`src/rtl/pipeline_pkg.sv`:
```
// Shared constants for the MIPS pipeline stages: widths, default reset PC, NOP word.
// Pure definitions, no latency, no flow control.
package pipeline_pkg;

    localparam int          XLEN               = 32;
    localparam int          WORD_BYTES         = 4;
    localparam int unsigned IMEM_DEPTH_DEFAULT = 1024;
    localparam logic [31:0] RESET_PC_DEFAULT   = 32'h0000_0000;
    localparam logic [31:0] NOP_INSTR          = 32'h0000_0000;

    function automatic logic [XLEN-1:0] word_index(input logic [XLEN-1:0] byte_addr);
        return {2'b00, byte_addr[XLEN-1:2]};
    endfunction

endpackage

```
`src/rtl/pc_reg.sv`:
```
// Program counter with next-PC mux (redirect > hold > +4) and IMEM range check; 0-cycle pc out.
// hold_i freezes the PC; a redirect always wins over hold.
module pc_reg
    import pipeline_pkg::*;
#(
    parameter logic [31:0] RESET_PC   = RESET_PC_DEFAULT,
    parameter int unsigned IMEM_DEPTH = IMEM_DEPTH_DEFAULT
) (
    input  logic            clk_i,
    input  logic            rst_ni,
    input  logic            hold_i,
    input  logic            redirect_i,
    input  logic [XLEN-1:0] redirect_pc_i,
    output logic [XLEN-1:0] pc_o,
    output logic            out_of_range_o
);

    logic [XLEN-1:0] pc_q;
    logic [XLEN-1:0] pc_d;

    always_comb begin
        pc_d = pc_q;
        if (redirect_i) begin
            pc_d = redirect_pc_i & ~32'd3;
        end else if (!hold_i) begin
            pc_d = pc_q + 32'(WORD_BYTES);
        end
    end

    always_ff @(posedge clk_i or negedge rst_ni) begin
        if (!rst_ni) begin
            pc_q <= RESET_PC;
        end else begin
            pc_q <= pc_d;
        end
    end

    assign pc_o           = pc_q;
    assign out_of_range_o = word_index(pc_q) >= IMEM_DEPTH;

endmodule

```
`src/rtl/fetch_stage.sv`:
```
// IF stage: PC drives imem_addr combinationally, instruction lands in IF/ID one cycle later.
// stall holds PC and IF/ID; redirect squashes the wrong-path fetch; a fault halts fetch until reset.
module fetch_stage
    import pipeline_pkg::*;
#(
    parameter logic [31:0] RESET_PC   = RESET_PC_DEFAULT,
    parameter int unsigned IMEM_DEPTH = IMEM_DEPTH_DEFAULT,
    parameter logic [31:0] NOP        = NOP_INSTR
) (
    input  logic            clk,
    input  logic            rst,
    input  logic            stall,
    input  logic            redirect,
    input  logic [XLEN-1:0] redirect_pc,
    output logic [XLEN-1:0] imem_addr,
    input  logic [XLEN-1:0] imem_instruction,
    output logic [XLEN-1:0] if_id_instr,
    output logic [XLEN-1:0] if_id_pc4,
    output logic            if_id_valid,
    output logic [XLEN-1:0] pc,
    output logic            fetch_fault,
    output logic [XLEN-1:0] fetch_count
);

    logic [XLEN-1:0] pc_cur;
    logic            out_of_range;
    logic            fault_now;

    logic [XLEN-1:0] instr_q, instr_d;
    logic [XLEN-1:0] pc4_q, pc4_d;
    logic            valid_q, valid_d;
    logic            fault_q, fault_d;
    logic [XLEN-1:0] count_q, count_d;

    // A latched fault or an out-of-range PC both freeze fetch this cycle.
    assign fault_now = fault_q | out_of_range;

    pc_reg #(
        .RESET_PC   (RESET_PC),
        .IMEM_DEPTH (IMEM_DEPTH)
    ) u_pc_reg (
        .clk_i          (clk),
        .rst_ni         (rst),
        .hold_i         (stall | fault_now),
        .redirect_i     (redirect),
        .redirect_pc_i  (redirect_pc),
        .pc_o           (pc_cur),
        .out_of_range_o (out_of_range)
    );

    always_comb begin
        instr_d = instr_q;
        pc4_d   = pc4_q;
        valid_d = valid_q;
        fault_d = fault_q;
        count_d = count_q;
        if (redirect) begin
            instr_d = NOP;
            valid_d = 1'b0;
            fault_d = fault_q | (redirect_pc[1:0] != 2'b00);
        end else if (fault_now) begin
            instr_d = NOP;
            valid_d = 1'b0;
            fault_d = 1'b1;
        end else if (!stall) begin
            instr_d = imem_instruction;
            pc4_d   = pc_cur + 32'(WORD_BYTES);
            valid_d = 1'b1;
            count_d = count_q + 32'd1;
        end
    end

    always_ff @(posedge clk or negedge rst) begin
        if (!rst) begin
            instr_q <= NOP;
            pc4_q   <= '0;
            valid_q <= 1'b0;
            fault_q <= 1'b0;
            count_q <= '0;
        end else begin
            instr_q <= instr_d;
            pc4_q   <= pc4_d;
            valid_q <= valid_d;
            fault_q <= fault_d;
            count_q <= count_d;
        end
    end

    assign imem_addr   = word_index(pc_cur);
    assign pc          = pc_cur;
    assign if_id_instr = instr_q;
    assign if_id_pc4   = pc4_q;
    assign if_id_valid = valid_q;
    assign fetch_fault = fault_q;
    assign fetch_count = count_q;

endmodule
```
`config.mk`:
```
export PLATFORM = sky130hd
export DESIGN_NAME = fetch_stage
export DESIGN_NICKNAME = d
export VERILOG_FILES = /design/src/rtl/pipeline_pkg.sv /design/src/rtl/pc_reg.sv /design/src/rtl/fetch_stage.sv
export SDC_FILE = /design/constraint.sdc
export NUM_CORES = 1
export LEC_CHECK = 0
export ABC_AREA = 1
export ABC_CLOCK_PERIOD_IN_PS = 1720
export BUFFER_PORTS_ARGS = -buffer_cell sky130_fd_sc_hd__buf_2
export CAP_MARGIN = 20
export CORE_MARGIN = 3
export CORE_UTILIZATION = 50
export CTS_CLUSTER_DIAMETER = 80
export DETAILED_ROUTE_END_ITERATION = 8
export HOLD_SLACK_MARGIN = 0.1
export MAX_ROUTING_LAYER = met4
export PLACE_DENSITY = 0.8
export SLEW_MARGIN = 20
export SYNTH_ARGS = -nofsm -noshare
export SYNTH_HDL_FRONTEND = slang
export SYNTH_SLANG_ARGS = --single-unit
```
`constraint.sdc`:
```
create_clock -name clk -period 1.72 [get_ports clk]
set_input_delay 0.344 -clock clk [delete_from_list [all_inputs] [get_ports clk]]
set_output_delay 0.344 -clock clk [all_outputs]
set_load 0.01 [all_outputs]
```
Word level (Yosys, flattened, before mapping). Cells that the tools add are included. Widths: inputs -> output; s select.

Logic and storage cells: 30. Input port bits: 68. Register bits after elaboration: 130.

$lt $le $gt $ge: 1. Eq/ne operators: 2. $add $sub $neg: 2. Bitwise logic cells: 6. Muxes and demuxes: 10. Reduce and logical (&&, ||, !) cells: 3.

Operators with widths (number): $mux 32 (5); $add 32x1->32 const B (1); $add 32x3->32 const B (1); $ge 30x11->1 const B (1); $mux 1 (5); $reduce_bool 2->1 (2); $ne 3x1->1 const B (1); $not 1->1 (3); $or 1x1->1 (3); $reduce_and 3->1 (1); $ne 2x2->1 const B (1).

Depth between registers and ports, before layout. Gate-level depths: netlist of the first run.

Word-level depth: 5. Depth in mapped cells: 10.

Modules after synthesis. A second synthesis of the first run with hierarchy kept.

Cell total of the unflattened synthesis: 1056. Area, all modules: 7626.1 µm².

By module, submodules not included: fetch_stage (cells each 704, sequential area each 2452.4 µm², times used 1, area an instance 5352.6 µm²); pc_reg (cells each 352, sequential area each 750.7 µm², times used 1, area an instance 2273.4 µm²).

Worst setup path before layout of the first run. No wires, ideal clock.

Path kind: reg2reg. Start point: register count_q[0] (netlist: fetch_count[0]). End point: register count_q[26] (netlist: fetch_count[26]). Path slack: 120 ps. Path buffers: 0. Library setup time: 116 ps. Stages on the path, launching flop included: 11. Data arrival time: 1483 ps. Required time: 1604 ps. Clock period less this slack: 1600 ps. Cell sequence: dfrtp_1 > ha_1 > inv_1 > nor2_4 > nand2_1 > nor2_1 > nand2_1 > nand2_1 > nand2_1 > nand2_1 > nand2_1.

Cells in the longest elaborated chain, start to end: 1.

RTL lines: start, declared (line fetch_stage.sv:33) `logic [XLEN-1:0] count_q, count_d;`; start signal, assigned (line fetch_stage.sv:85) `count_q <= count_d;`; $add 32x1->32 (line fetch_stage.sv:69) `count_d = count_q + 32'd1;`.

Every way passes these cells. A chain may end at the register's enable or synchronous reset.

Worst setup path in the final report of the first run.
Start point: register u_pc_reg.pc_q[20] (netlist: u_pc_reg.pc_o[20]). End point: register instr_q[21] (netlist: if_id_instr[21]).

Cells in the longest elaborated chain, start to end: 4. Elaborated cells between the ends (all ways): 5.

RTL lines: start, declared (line pc_reg.sv:18) `logic [XLEN-1:0] pc_q;`; start signal, assigned (line pc_reg.sv:34) `pc_q <= pc_d;`; $ge 30x11->1 (*) (line pc_reg.sv:39) `assign out_of_range_o = word_index(pc_q) >= IMEM_DEPTH;`; $or 1x1->1 (*) (line fetch_stage.sv:36) `assign fault_now = fault_q | out_of_range;`; $mux 32 (line fetch_stage.sv:61) `end else if (fault_now) begin`; $mux 32 (line fetch_stage.sv:57) `if (redirect) begin`; end signal, assigned (line fetch_stage.sv:81) `instr_q <= instr_d;`; end, declared (line fetch_stage.sv:29) `logic [XLEN-1:0] instr_q, instr_d;`.

Mark *: on every way between the ends. The rest lies on a longest branch, timed or not.

==> results of run 1 <==
==> cell type report <==
type / count / area [sq um]
clock inverters: 13 / 188
multi-input cells: 615 / 2690
flip-flops and latches: 126 / 3150
repair buffers: 253 / 1510
fillers: 1008 / 3890
clock buffers: 19 / 453
well taps: 168 / 210
inverters: 46 / 173
==> cell usage after synthesis (all sizes together) <==
| cell | n |
|---|---|
| clkbuf | 8 |
| conb | 1 |
| xnor2 | 4 |
| inv | 46 |
| ha | 3 |
| nor3 | 1 |
| nand3 | 66 |
| dfrtp | 126 |
| nand4 | 3 |
| nand3b | 19 |
| nand2 | 400 |
| xor2 | 14 |
| o21ai | 7 |
| o21a | 1 |
| a21oi | 1 |
| buf | 60 |
| nor2 | 90 |
==> worst max-delay path, delay by kind of cell, from the launching register on <==
kind,cells,cell delay (ps)
flops,1,400
buf+inv,2,330
simple gates,7,900
==> worst max-delay path by stage <==
stage | endpoint | slack (ps) | cells after the start
2_1_floorplan | fetch_count[26]$_DFFE_PN0P_ | 120 | 10
3_3_place_gp | u_pc_reg.pc_o[31]$_DFFE_PN0P_ | 60 | 7
3_5_place_dp | u_pc_reg.pc_o[31]$_DFFE_PN0P_ | -30 | 7
4_1_cts | u_pc_reg.pc_o[13]$_DFFE_PN0P_ | 50 | 7
5_1_grt | if_id_instr[24]$_DFFE_PN0P_ | -130 | 9
6_report | if_id_instr[21]$_DFFE_PN0P_ | 5 | 9
==> logic make-up (layout without fill, tap and decap cells) <==
group           after synthesis  count (layout)  synth area share [%]
fa+ha+maj                     3               3                 0.587
simple gates                579             579                  37.2
buf+inv                     114             331                  9.68
flops                       126             126                  49.3
other cells                   1               6                0.0586
xor+xnor                     18              18                  2.46
compound gates                9               9                 0.743
==> metal layers <==
layer / GRT usage [%] / routed length, um / up-vias
met1: 30.5 / 7010 / 2823
met3: 5.56 / 1480 / 33
li1: - / - / 2982
met2: 40.4 / 8840 / 286
met4: 8.83 / 398 / 0
met5: - / 0 / -
==> through the flow <==
stage               worst slack [ps]  std cells  utilization [%]  power [mW]
global route                    -135       1240             68.2        7.93
floorplan                        120        855                -        3.57
CTS                             52.6       1233             66.9        7.70
finish                          5.35       1240             68.2        7.65
detailed placement             -29.4       1200             61.6        3.87
global placement                62.5       1200             61.6        3.85
==> timing repair <==
action / CTS / global route
endpoints found under the hold margin: 24 / 0
gates cloned: 0 / 3
endpoints found under the setup margin: 9 / 107
buffers inserted: 0 / 4
resized for setup: 1 / 13
pin swaps: 0 / 11
hold buffers: 1 / 0
==> registers in the layout (all words and copies together), names as in the netlist <==
signal,cells
fetch_count,32
if_id_instr,32
if_id_pc4,30
u_pc_reg.pc_o,30
fetch_fault,1
if_id_valid,1
==> where the power goes <==
group	switching, mW	internal (mW)	leakage (nW)
combinational	0.428	0.278	2.91
clock	1.32	2.50	0.306
sequential	0.0852	3.04	1.60
total	1.83	5.82	4.82
==> impl_metrics.py, run 1 <==
metrics = {
    "routing": {
        "wl_per_cell_um": 14.3,
        "route.detailed.vias_per_inst": 4.94,
        "total_iterations_of_the_first_detailed_routing_run": 5,
        "drt_drc_violations_left": 0,
        "drt-total-wl_um": 17700,
        "drt_first_iter_violations": 464,
        "ant_nets": 0,
        "via_count": 6124,
    },
    "setup_path": {
        "worstSetupStartpointType": "register",
        "worst_ep_required_time_ps": 2070,
        "setup.reg_to_reg.worst_slack_ps": 5,
        "worst_r2r_startpoint": "u_pc_reg.pc_o[20]$_DFFE_PN0P_",
        "worstPathCellList": "nor2_1, nand2_1, nor2_2, nand4_1, nor2_4, buf_12, buf_16, nand2_1, nand2_1",
        "timing.critical_path.to_type": "register",
        "timing.critical_path.arrival_ps": 2070,
        "path_class": "reg -> reg",
        "critical-path-top-cell-by-count": "sky130_fd_sc_hd__nand2_1",
        "cp-startpoint": "u_pc_reg.pc_o[20]$_DFFE_PN0P_",
        "critical_path_peak_fanout": 26,
        "worst_r2r_endpoint": "if_id_instr[21]$_DFFE_PN0P_",
        "timing.critical_path.slowest_stage_cell": "sky130_fd_sc_hd__dfrtp_1",
        "reg2reg_depth": 9,
        "critical-path-max-stage-delay_ps": 400,
    },
    "floorplan": {
        "core_area_sq_um": 12300,
        "starting_density_of_the_core_pct": 52.2,
        "io-pin-count": 230,
        "dieWidth_um": 119,
        "die_height_um": 119,
        "fp.dieArea_sq_um": 14200,
        "placement_rows": 40,
    },
    "status": {
        "status": "completed",
    },
    "placement": {
        "placement.cell_area_sq_um": 7550,
        "dp_hpwl_um": 12300,
        "place_congestion": 0.973,
        "io_buffer_count": 223,
    },
    "sta": {
        "timing.final.crit_share_pct": 99.7,
        "timing.final.hold_violations": 0,
        "maxSlewViolCount": 0,
        "grt_setup_unrepaired": "true",
        "finalSetupViolations": 0,
        "final_period_demand_of_the_worst_path_ps": 1710,
        "fin_setup_tns_ps": 0,
        "finClkSkew_ps": 4.45,
        "hold-worst-slack_ps": 118,
        "max_freq_mhz": 583,
    },
    "power": {
        "powerDensity_nw_per_um2": 915,
        "leakagePower_nw": 4.82,
        "vdd_drop_max_v": 0.000641,
    },
    "grt": {
        "grt_first_pass_wirelength_um": 27700,
        "grt_usage_pct": 24.8,
        "global_route.overflow_total": 0,
        "grt_pass1_vias": 5773,
        "antenna_found_initial": 0,
        "grt_max_degree": 60,
    },
    "cts": {
        "clk_pin_slew_worst_paths_ps": 60,
        "cts.sink_count": 126,
        "cts_tree": "done",
        "cts_buffer_depth": 2,
        "htree_levels": 4,
        "cts_root_buf": "sky130_fd_sc_hd__clkbuf_16",
        "clkLatencyLatePin_ps": 410,
        "cts_buffers": 17,
    },
    "hold_path": {
        "worst_hold_path_type": "in -> reg",
        "hold_depth": 3,
        "min-delay-start": "imem_instruction[16]",
        "holdPathEnd": "if_id_instr[16]$_DFFE_PN0P_",
    },
    "finish": {
        "layout_commonest_cell": "sky130_fd_sc_hd__nand2_1",
        "final_area_sq_um": 8370,
        "final_layout_size_suffix_gt1_share_pct": 28.3,
        "synthToLayoutAreaGrowth_pct": 30.8,
        "most-common-layout-cells": "sky130_fd_sc_hd__nand2_1 (397), sky130_fd_sc_hd__buf_2 (222), sky130_fd_sc_hd__dfrtp_1 (126)",
        "layout.nets": 1130,
        "antenna_diode_count": 0,
    },
    "logic_synthesis": {
        "yosysTopAreaCell": "sky130_fd_sc_hd__dfrtp_1",
        "synth_area_per_cell_sq_um": 7.53,
        "ys_seq_area_share_pct": 49.3,
        "synthesis.yosys.warnings": 0,
        "synth-seq-cells": 126,
        "synthTopCellsByArea": "sky130_fd_sc_hd__dfrtp_1 (49%), sky130_fd_sc_hd__nand2_1 (23%), sky130_fd_sc_hd__buf_4 (5.2%)",
        "post_synthesis_cell_area_sq_um": 6400,
        "post_synth_num_cell_types": 27,
        "synthCells": 850,
        "yosys.area.top_type_share_pct": 49.3,
    },
    "job": {
        "max-cap-violations": 0,
    },
}
Note: power is estimated with default switching activity, not from simulation.
==> run 2: changes to the inputs <==
Settings changed: CORE_MARGIN 3 to not set, CORE_UTILIZATION 50 to 52, CTS_BUF_LIST set to sky130_fd_sc_hd__clkbuf_8, PLACE_DENSITY 0.8 to 0.83, TNS_END_PERCENT set to 100.
==> run 2 against run 1 <==
  * The run now ends with negative setup slack left
  * Flip-flop and latch count unchanged
  * Critical endpoint is now fetch_count[20]$_DFFE_PN0P_
  * Die area decreased by 10%
  * Non-clock buffer count increased by 55
  * Cell count increased by 2.7%
  * Cell area increased by 5.6%
  * Largest power group is now registers
  * Fmax decreased by 0.71%
  * Total power decreased by 8.0%
  * Global-route usage increased by 6.1 points
==> impl_metrics.py, run 2 (synthesis results as in run 1) <==
metrics = {
    "status": {
        "status": "finished, violations left",
        "violations": "negative setup slack",
    },
    "setup_path": {
        "critical-path-max-stage-delay_ps": 390,
        "timing.critical_path.slowest_stage_cell": "sky130_fd_sc_hd__dfrtp_1",
        "cp-startpoint": "u_pc_reg.pc_o[20]$_DFFE_PN0P_",
        "worst_r2r_endpoint": "fetch_count[20]$_DFFE_PN0P_",
        "path_class": "reg -> reg",
        "setup.reg_to_reg.worst_slack_ps": -7,
        "worstSetupStartpointType": "register",
        "crit_buf_inv": 2,
        "worst_r2r_startpoint": "u_pc_reg.pc_o[20]$_DFFE_PN0P_",
        "timing.critical_path.to_type": "register",
        "timing.critical_path.arrival_ps": 2110,
        "worst_ep_required_time_ps": 2110,
        "critical_path_peak_fanout": 7,
        "reg2reg_depth": 9,
        "worstPathCellList": "nor2_1, nand2_1, nor2_4, nand4_1, nor2_4, buf_8, clkbuf_16, nand2_2, nand2_2",
        "critical-path-top-delay-family": "simple AND/OR/NAND/NOR gates",
    },
    "finish": {
        "final_area_sq_um": 8840,
        "final_layout_size_suffix_gt1_share_pct": 30.9,
        "antenna_diode_count": 0,
        "most-common-layout-cells": "sky130_fd_sc_hd__nand2_1 (365), sky130_fd_sc_hd__buf_2 (222), sky130_fd_sc_hd__dfrtp_1 (125)",
        "layout_commonest_cell": "sky130_fd_sc_hd__nand2_1",
        "layout.core_utilization_pct": 73.6,
        "synthToLayoutAreaGrowth_pct": 38.1,
        "layout.nets": 1185,
    },
    "power": {
        "share_comb_of_total_power_pct": 11.6,
        "pwr-share-clk_pct": 44.0,
        "leakagePower_nw": 5.05,
        "power.total_mw": 7.04,
        "powerDensity_nw_per_um2": 796,
        "power_switching_share_pct": 25.3,
        "pwr-share-seq_pct": 44.4,
        "vdd_drop_max_v": 0.000603,
        "power_report.internal_total_mw": 5.26,
        "power.net_switching_mw": 1.78,
    },
    "routing": {
        "detail_route.wirelength.met1_um": 7740,
        "wl_met3_um": 1580,
        "drt_first_iter_violations": 559,
        "drt_drc_violations_left": 0,
        "wl_per_cell_um": 15.8,
        "detailroute.wirelength.met2_um": 9960,
        "ant_nets": 0,
        "total_iterations_of_the_first_detailed_routing_run": 6,
        "via_count": 6622,
        "drt-total-wl_um": 20200,
        "top_layer": "met4",
        "route.detailed.vias_per_inst": 5.20,
    },
    "grt": {
        "grt_max_degree": 69,
        "grt_first_pass_wirelength_um": 29700,
        "grt_usage_pct": 30.9,
        "grt_pass1_vias": 6134,
        "global_route.overflow_total": 0,
        "antenna_found_initial": 0,
    },
    "job": {
        "max-cap-violations": 0,
    },
    "placement": {
        "placement.cell_area_sq_um": 7510,
        "dp_hpwl_um": 11700,
        "place_congestion": 0.942,
        "detailedPlace.worstSlack_ps": 72.9,
        "io_buffer_count": 223,
    },
    "hold_path": {
        "hold_depth": 3,
        "min-delay-start": "imem_instruction[22]",
        "worst_hold_path_type": "in -> reg",
        "holdPathEnd": "if_id_instr[22]$_DFFE_PN0P_",
    },
    "sta": {
        "final_period_demand_of_the_worst_path_ps": 1730,
        "timing.final.crit_share_pct": 100,
        "timing.final.hold_violations": 0,
        "finalSetupViolations": 3,
        "setup_slack_ps": -6.97,
        "finClkSkew_ps": 10.9,
        "hold-worst-slack_ps": 114,
        "grt_setup_unrepaired": "true",
        "max_freq_mhz": 579,
        "maxSlewViolCount": 0,
    },
    "cts": {
        "clk_pin_slew_worst_paths_ps": 70,
        "cts_root_buf": "sky130_fd_sc_hd__clkbuf_8",
        "cts_buffers": 17,
        "cts.sink_count": 126,
        "clkLatencyLatePin_ps": 450,
        "htree_levels": 4,
        "cts_tree": "done",
        "cts_buffer_depth": 2,
    },
    "floorplan": {
        "io-pin-count": 230,
        "die_height_um": 113,
        "starting_density_of_the_core_pct": 53.3,
        "dieWidth_um": 113,
        "placement_rows": 40,
        "fp.dieArea_sq_um": 12800,
        "core_area_sq_um": 12000,
    },
}
==> run 2: repair_timing <==
item	CTS	global route
gates resized for setup	2	51
buffers inserted	0	11
endpoints found under the hold margin	169	0
cloned	0	9
setup endpoints to repair	19	123
pin swaps	0	28
hold buffers	44	0
==> run 2: final cells by class <==
type	count	area (sq um)
Clock buffer	17	234
Clock inverter	14	243
Fill cell	881	3180
Inverter	46	173
Multi-Input combinational cell	615	2790
Sequential cell	126	3150
Tap cell	147	184
Timing Repair Buffer	308	2060
==> run 2: worst max path at each step <==
| stage | endpoint | cells after the start |
|---|---|---|
| 2_1_floorplan | fetch_count[26]$_DFFE_PN0P_ | 10 |
| 4_1_cts | if_id_instr[22]$_DFFE_PN0P_ | 8 |
| 3_5_place_dp | u_pc_reg.pc_o[28]$_DFFE_PN0P_ | 7 |
| 5_1_grt | fetch_count[9]$_DFFE_PN0P_ | 9 |
| 6_report | fetch_count[20]$_DFFE_PN0P_ | 9 |
| 3_3_place_gp | u_pc_reg.pc_o[31]$_DFFE_PN0P_ | 7 |
==> run 2: through the flow <==
step	setup TNS, ps	cells
2_1_floorplan	0	855
3_3_place_gp	0	1178
3_5_place_dp	0	1178
4_1_cts	0	1253
5_1_grt	-3090	1273
6_report	-12.8	1273
==> run 2: power by group through the flow <==
stage	Sequential (mW)	Clock, mW	Combinational, mW
4_1_cts	3.12	3.12	0.757
3_3_place_gp	3.17	0	0.671
6_report	3.13	3.10	0.814
2_1_floorplan	3.21	0	0.360
5_1_grt	3.13	3.26	0.885
3_5_place_dp	3.18	0	0.674
==> run 2: tightest hold or removal path: cells and delay by family <==
kind,cells,cell delay [ps]
simple gates,2,110
buf+inv,1,70
==> run 2: layer usage <==
layer  GRT usage, %  vias up
li1               -     3109
met3           6.70       79
met4           16.5        0
met1           37.0     3046
met2           49.2      388
met5              -        -
==> run 3: changes to the inputs <==
Settings changed: RECOVER_POWER set to 100.
==> run 3 against run 2 <==
  * The run still ends with negative setup slack left
  * Fmax grew 0.20%
  * Setup slack gained 3.5 ps
  * Sequential power about the same
  * Cell area down 1.4%
  * Largest cell class unchanged
  * Largest power group unchanged
==> impl_metrics.py, run 3 (synthesis results as in run 1) <==
metrics = {
    "power": {
        "pwr-share-clk_pct": 44.2,
        "pwr-share-seq_pct": 44.5,
        "leakagePower_nw": 4.78,
        "power_switching_share_pct": 25.4,
        "power_report.internal_total_mw": 5.24,
        "vdd_drop_max_v": 0.000602,
        "share_comb_of_total_power_pct": 11.3,
        "powerDensity_nw_per_um2": 806,
        "power.net_switching_mw": 1.78,
    },
    "finish": {
        "finish.cell_count_without_fillers": 1273,
        "final_layout_size_suffix_gt1_share_pct": 24.0,
        "most-common-layout-cells": "sky130_fd_sc_hd__nand2_1 (365), sky130_fd_sc_hd__buf_2 (145), sky130_fd_sc_hd__dfrtp_1 (125)",
        "filler_cell_count": 936,
        "synthToLayoutAreaGrowth_pct": 36.1,
        "layout_commonest_cell": "sky130_fd_sc_hd__nand2_1",
        "final_area_sq_um": 8710,
        "antenna_diode_count": 0,
        "layout.nets": 1185,
    },
    "routing": {
        "route.detailed.vias_per_inst": 5.17,
        "drt_drc_violations_left": 0,
        "via_count": 6583,
        "drt_first_iter_violations": 524,
        "ant_nets": 0,
        "detail_route.wirelength.met1_um": 7690,
        "wl_per_cell_um": 15.8,
        "total_iterations_of_the_first_detailed_routing_run": 5,
        "detailroute.wirelength.met2_um": 9920,
        "top_layer": "met4",
        "drt-total-wl_um": 20100,
        "wl_met3_um": 1610,
    },
    "setup_path": {
        "reg2reg_depth": 9,
        "timing.critical_path.slowest_stage_cell": "sky130_fd_sc_hd__dfrtp_1",
        "worst_r2r_endpoint": "fetch_count[20]$_DFFE_PN0P_",
        "critical-path-top-delay-family": "simple AND/OR/NAND/NOR gates",
        "critical_path_peak_fanout": 7,
        "worst_r2r_startpoint": "u_pc_reg.pc_o[20]$_DFFE_PN0P_",
        "worst_ep_required_time_ps": 2110,
        "worstPathCellList": "nor2_1, nand2_1, nor2_4, nand4_1, nor2_4, buf_8, clkbuf_16, nand2_2, nand2_2",
        "worstSetupStartpointType": "register",
        "timing.critical_path.to_type": "register",
        "critical-path-max-stage-delay_ps": 390,
        "path_class": "reg -> reg",
        "setup.reg_to_reg.worst_slack_ps": -3,
        "timing.critical_path.arrival_ps": 2110,
        "crit_buf_inv": 2,
    },
    "cts": {
        "cts_tree": "done",
        "htree_levels": 4,
        "cts.sink_count": 126,
        "clk_pin_slew_worst_paths_ps": 70,
        "clkLatencyLatePin_ps": 450,
        "cts_buffers": 17,
        "cts_root_buf": "sky130_fd_sc_hd__clkbuf_8",
        "cts_buffer_depth": 2,
    },
    "grt": {
        "grt_pass1_vias": 6134,
        "global_route.overflow_total": 0,
        "antenna_found_initial": 0,
        "grt_first_pass_wirelength_um": 29700,
        "grt_usage_pct": 30.9,
        "grt_max_degree": 69,
    },
    "status": {
        "status": "finished, violations left",
        "violations": "negative setup slack",
    },
    "sta": {
        "maxSlewViolCount": 0,
        "timing_worst_slew_pin_value_ps": 926,
        "final_period_demand_of_the_worst_path_ps": 1720,
        "grt_setup_unrepaired": "true",
        "finalSetupViolations": 2,
        "fin_setup_tns_ps": -3.56,
        "maxSlewHeadroom_pct": 38.2,
        "timing.final.hold_violations": 0,
        "finClkSkew_ps": 12.0,
        "timing.final.crit_share_pct": 100,
        "max_freq_mhz": 580,
        "setup_slack_ps": -3.44,
    },
    "floorplan": {
        "placement_rows": 40,
        "dieWidth_um": 113,
        "starting_density_of_the_core_pct": 53.3,
        "die_height_um": 113,
        "io-pin-count": 230,
        "core_area_sq_um": 12000,
        "fp.dieArea_sq_um": 12800,
    },
    "placement": {
        "placement.cell_area_sq_um": 7510,
        "number_of_cells_in_the_design_after_placement": 1178,
        "io_buffer_count": 223,
        "place_congestion": 0.942,
        "dp_hpwl_um": 11700,
    },
    "hold_path": {
        "hold_depth": 3,
        "min-delay-start": "imem_instruction[22]",
        "worst_hold_path_type": "in -> reg",
        "holdPathEnd": "if_id_instr[22]$_DFFE_PN0P_",
    },
    "job": {
        "max-cap-violations": 0,
    },
}
-- run 3: worst max-delay path by stage --
stage | from | end | slack [ps] | cells after the start
after detailed placement | u_pc_reg.pc_o[24]$_DFFE_PN0P_ | u_pc_reg.pc_o[28]$_DFFE_PN0P_ | 70 | 7
after global routing | u_pc_reg.pc_o[30]$_DFFE_PN0P_ | fetch_count[9]$_DFFE_PN0P_ | -70 | 9
after floorplan | fetch_count[0]$_DFFE_PN0P_ | fetch_count[26]$_DFFE_PN0P_ | 120 | 10
final | u_pc_reg.pc_o[20]$_DFFE_PN0P_ | fetch_count[20]$_DFFE_PN0P_ | -3 | 9
after CTS | u_pc_reg.pc_o[25]$_DFFE_PN0P_ | if_id_instr[22]$_DFFE_PN0P_ | 30 | 8
after global placement | u_pc_reg.pc_o[25]$_DFFE_PN0P_ | u_pc_reg.pc_o[31]$_DFFE_PN0P_ | 130 | 7
-- run 3: timing repair --
action / in CTS / in global routing
cloned: 0 / 9
gates resized for setup: 2 / 51
hold buffers: 44 / 0
pin swaps: 0 / 28
hold endpoints to repair: 169 / 0
setup endpoints to repair: 19 / 123
setup buffers: 0 / 11
-- run 3: metal layers --
metal | vias up | GRT usage [%]
met1 | 3006 | 37.0
met4 | 0 | 16.5
met3 | 79 | 6.70
met5 | - | -
li1 | 3112 | -
met2 | 386 | 49.2
-- run 3: worst reg2reg max path, stage by stage, from the launching register on --
cell,delay [ps]
sky130_fd_sc_hd__dfrtp_1,390
sky130_fd_sc_hd__nor2_1,130
sky130_fd_sc_hd__nand2_1,130
sky130_fd_sc_hd__nor2_4,150
sky130_fd_sc_hd__nand4_1,190
sky130_fd_sc_hd__nor2_4,200
sky130_fd_sc_hd__buf_8,180
sky130_fd_sc_hd__clkbuf_16,180
sky130_fd_sc_hd__nand2_2,60
sky130_fd_sc_hd__nand2_2,60
-- run 3: metrics by stage --
step / setup slack, ps / hold slack (ps) / util (%) / total power [mW]
final: -3.44 / 112 / 72.5 / 7.02
after global routing: -72.6 / 106 / 72.5 / 7.26
after CTS: 25.2 / 101 / 70.3 / 7.00
after detailed placement: 72.9 / 387 / 62.6 / 3.85
after global placement: 126 / 387 / 62.6 / 3.84
after floorplan: 120 / 48.4 / - / 3.57
-- run 3: power groups by stage --
stage	Combinational, mW	Clock (mW)	Sequential (mW)
2_1_floorplan	0.360	0	3.21
3_3_place_gp	0.671	0	3.17
3_5_place_dp	0.674	0	3.18
4_1_cts	0.757	3.12	3.12
5_1_grt	0.867	3.26	3.14
6_report	0.796	3.10	3.13
-- run 3: area by class of cell --
cell class                      instances  area [sq um]  area share (%)
Sequential cell                       126          3150            36.2
Multi-Input combinational cell        615          2790            32.0
Timing Repair Buffer                  308          1940            22.2
Clock inverter                         14           243            2.79
Clock buffer                           17           234            2.69
Tap cell                              147           184            2.11
Inverter                               46           173            1.98
